### src/rtl/seq_detect_prog.sv
// Programmable serial pattern detector with a registered match pulse and an optional saturating match counter.
// The match counter is built only when the macro SEQDET_COUNT_EN is defined; otherwise count reads zero.
module seq_detect_prog #(
  parameter int              N       = 4,
  parameter int              OVERLAP = 1,
  parameter int              CW      = 8,
  parameter logic [N-1:0]    PAT_RST = 4'b1010
) (
  input  logic          clk,
  input  logic          reset,
  input  logic          x,
  input  logic          en,
  input  logic          load,
  input  logic [N-1:0]  pat_in,
  output logic          y,
  output logic [CW-1:0] count,
  output logic          armed
);

  localparam int             FW   = $clog2(N + 1);
  localparam logic [FW-1:0]  FULL = FW'(N);

  logic [N-1:0]  pat;
  logic [N-1:0]  hist;
  logic [FW-1:0] fill;

  logic [N-1:0]  hist_nxt;
  logic [FW-1:0] fill_inc;
  logic          match;

  // Candidate next state for an enabled sample; match looks at the updated history.
  always_comb begin
    hist_nxt = {hist[N-2:0], x};
    fill_inc = (fill == FULL) ? FULL : fill + 1'b1;
    match    = (fill_inc == FULL) && (hist_nxt == pat);
  end

  always_ff @(posedge clk or negedge reset) begin
    if (!reset) begin
      pat  <= PAT_RST;
      hist <= '0;
      fill <= '0;
      y    <= 1'b0;
    end else if (load) begin
      pat  <= pat_in;
      hist <= '0;
      fill <= '0;
      y    <= 1'b0;
    end else if (en) begin
      hist <= hist_nxt;
      // Non-overlapping mode forgets the fill so the next match needs N fresh bits.
      fill <= (match && (OVERLAP == 0)) ? '0 : fill_inc;
      y    <= match;
    end else begin
      y    <= 1'b0;
    end
  end

  assign armed = (fill == FULL);

`ifdef SEQDET_COUNT_EN
  logic [CW-1:0] count_q;

  always_ff @(posedge clk or negedge reset) begin
    if (!reset) begin
      count_q <= '0;
    end else if (load) begin
      count_q <= '0;
    end else if (en && match && (count_q != {CW{1'b1}})) begin
      count_q <= count_q + 1'b1;
    end
  end

  assign count = count_q;
`else
  assign count = '0;
`endif

endmodule

### config.mk
export PLATFORM = sky130hd
export DESIGN_NAME = seq_detect_prog
export DESIGN_NICKNAME = d
export VERILOG_FILES = /design/src/rtl/seq_detect_prog.sv
export SDC_FILE = /design/constraint.sdc
export NUM_CORES = 1
export LEC_CHECK = 0
export ABC_AREA = 0
export BUFFER_PORTS_ARGS = -buffer_cell sky130_fd_sc_hd__buf_2
export CORE_UTILIZATION = 48
export CTS_CLUSTER_DIAMETER = 100
export DETAILED_ROUTE_END_ITERATION = 8
export PLACE_DENSITY = 0.75
export SKIP_CTS_REPAIR_TIMING = 1
export SYNTH_ARGS = -nofsm -noshare
export SYNTH_HDL_FRONTEND = slang
export SYNTH_SLANG_ARGS = --single-unit
### constraint.sdc
create_clock -name clk -period 1.8 [get_ports clk]
set_clock_uncertainty 0.2 [all_clocks]
set_input_delay 0.18 -clock clk [delete_from_list [all_inputs] [get_ports clk]]
set_output_delay 0.18 -clock clk [all_outputs]
set_load 0.01 [all_outputs]
==> summary.txt <==
Clock tree
  • H-tree level count: 1
  • CTS tree: built
  • Root buffer cell: clkbuf_4
  • # clock sinks: 11
  • CTS Buf Count: 3
  • CTS max path bufs: 2
  • Clock latency on the worst-skew pair: 270 ps
  • Clock Pin Slew Worst Setup and Hold Paths: 70 ps

Setup path
  • Max incr delay on CP: 410 ps
  • Crit start category: flip-flop
  • Crit Path Max Fanout: 4
  • Crit path kind: reg -> out
  • CP top delay family: flip-flops
  • Critical-path top delay cell: dfrtp_1
  • Endpoint class of the critical path: primary output
  • Worst path required time: 1420 ps
  • Crit path DAT: 1220 ps
  • Worst path cell trace: inv_1 -> ha_1 -> nand2_2 -> inv_2 -> buf_2
  • CP Buf/Inv Count: 3

Finish
  • Layout cells sized above 1: 0.356
  • Total Nets Final: 85
  • ANT cells: 0
  • Layout Area Growth over Synthesis: 15.3%

Job
  • Max-Cap Viols: 0

Logic synthesis
  • Asr flop ratio synth: 1.00
  • Seq/Total Area, Yosys: 0.435
  • Post-synthesis cell area: 638 um^2
  • Mean area per synthesized cell: 11.2 um^2
  • Post-synthesis instance total: 57
  • Primary FF master, synth: dfrtp_1
  • EDFF count, synth: 0
  • Ys Warns: 0
  • Yosys cell types: 24
  • Number of synthesized register bits: 11

Floorplan
  • Die Width: 38.5 um
  • Initial Util: 0.545
  • DIE HEIGHT: 38.5 um
  • CORE AREA: 1170 um^2
  • Num ports: 19
  • Cell Rows: 12
  • Die Footprint: 1480 um^2

Timing
  • RSZ-0062 raised after global routing: false
  • Final hold violation count: 0
  • Setup TNS: 0 ps
  • Final min period: 1600 ps
  • Fmax: 0.624 GHz
  • Fin worst setup slack: 198 ps
  • Fin. max-slew vios: 0
  • Setup violations, final: 0
  • Tcrit/Tclk final: 0.890

Pwr
  • Comb pwr share: 0.165
  • Switch share: 0.259
  • Psw: 0.000138 W
  • Cell Pwr Density: 726 nW/um^2
  • Sequential Power Share: 0.522
  • Clock Power Share: 0.313
  • Internal Dissipation: 0.000396 W
  • Leak: 0.366 nW
  • Peak supply drop: 0.557 mV

Detailed routing
  • Final WL: 1030 um
  • Routed length per instance: 11.8 um
  • Vias/cell: 4.79
  • Antenna viol nets, final: 0
  • TritonRoute pass-1 iters: 3
  • Drc violations: 0
  • DR iter-0 viols: 8
  • Via Count: 417

GRT
  • Vias in the first global route: 393
  • First-pass GRT wire length: 1680 um
  • Remaining Overflow, GRT: 0
  • Largest net degree at the start of global routing: 12
  • Gr usage total: 0.183
  • Initial antenna violation count: 0

Worst hold path
  • Worst hold-check path type: in -> reg

Place
  • DP HPWL: 776 um
  • I/O Buffers: 10
  • GPL Wtd Cong: 0.648
  • Pre-CTS setup slack: 246 ps

Outcome
  • Outcome: finished, final reports clean
state kept, by name, summed over array words and instances, names as in the netlist:
signal and count:
hist 3, fill 3, pat 4, y 1
power groups by stage:
stage / clock network [W] / logic, W / registers [W]
3_5_place_dp: 0 / 0.0000805 / 0.000284
3_3_place_gp: 0 / 0.0000771 / 0.000282
2_1_floorplan: 0 / 0.0000732 / 0.000280
5_1_grt: 0.000182 / 0.0000982 / 0.000281
6_report: 0.000167 / 0.0000880 / 0.000279
4_1_cts: 0.000174 / 0.0000807 / 0.000279
final cells by class:
cell class                 count  area (um^2)
clock buffer                   4         26.3
fill                         101          435
inverter                       4         15.0
multi-input combinational     39          299
sequential                    11          278
tap                           14         17.5
timing repair buffer          15          100
Yosys cell counts (2+ instances only):
master	n	area, um^2
buf_4	9	67.6
dfrtp_1	9	225
mux2_2	4	45.0
a21oi_1	3	15.0
inv_1	3	11.3
mux2i_1	3	30.0
nor2_1	3	11.3
dfstp_2	2	52.6
ha_1	2	25.0
nand2b_1	2	12.5
nand3_1	2	10.0
xnor2_2	2	32.5
xor2_1	2	17.5
path summary, 6_finish.rpt:
path                       startpoint  slack [ps]  endpoint  cells after the start
max                           fill[0]         200     armed                      5
max in group asynchronous       reset        1040    pat[3]                      2
max reg2reg                   fill[0]         240         y                      5
min                                 x          40   hist[0]                      3
min in group asynchronous       reset         100   hist[1]                      2
min reg2reg                   hist[2]         360   hist[2]                      2
through the flow:
step | instances | hold slack (ps) | power, W | util | instance area, um^2
2_1_floorplan | 64 | -316 | 0.000354 | - | 664
3_5_place_dp | 78 | -142 | 0.000364 | 0.563 | 659
3_3_place_gp | 78 | -142 | 0.000360 | 0.563 | 659
4_1_cts | 82 | -439 | 0.000534 | 0.585 | 686
6_report | 87 | 36.4 | 0.000534 | 0.628 | 736
5_1_grt | 87 | 45.2 | 0.000561 | 0.628 | 736
tightest hold or removal path, cell delays in order:
cell,delay [ps]
buf_2,120
mux2i_1,80
nor2_1,90
kinds of logic after synthesis:
| group | after synthesis | synth area share |
|---|---|---|
| AO/OA/AOI/OAI | 5 | 0.0569 |
| XOR/XNOR | 4 | 0.0784 |
| adder cells (fa/ha/maj) | 2 | 0.0392 |
| buffers and inverters | 14 | 0.137 |
| flip-flops | 11 | 0.435 |
| multiplexers | 7 | 0.118 |
| other | 1 | 0.00588 |
| AND/OR/NAND/NOR | 13 | 0.129 |
layout by cell type (no fill, tap or decap), drive strengths merged:
cell type,count
a21oi,3
and4b,1
buf,10
clkbuf,4
conb,8
dfrtp,9
dfstp,2
dlygate4sd3,5
ha,2
inv,4
mux2,4
mux2i,3
nand2,1
nand2b,2
nand3,2
nand3b,1
nor2,3
nor2b,1
nor3,1
nor4,1
o2111ai,1
o211ai,1
xnor2,2
xor2,2
per-layer routing:
metal	share of wire	global-route usage	up-vias
met5	0	0	-
met4	0.019	0.129	0
met3	0.045	0.0698	4
met2	0.53	0.305	10
met1	0.41	0.186	196
li1	-	-	207
Power figures use the tool's default switching activity.
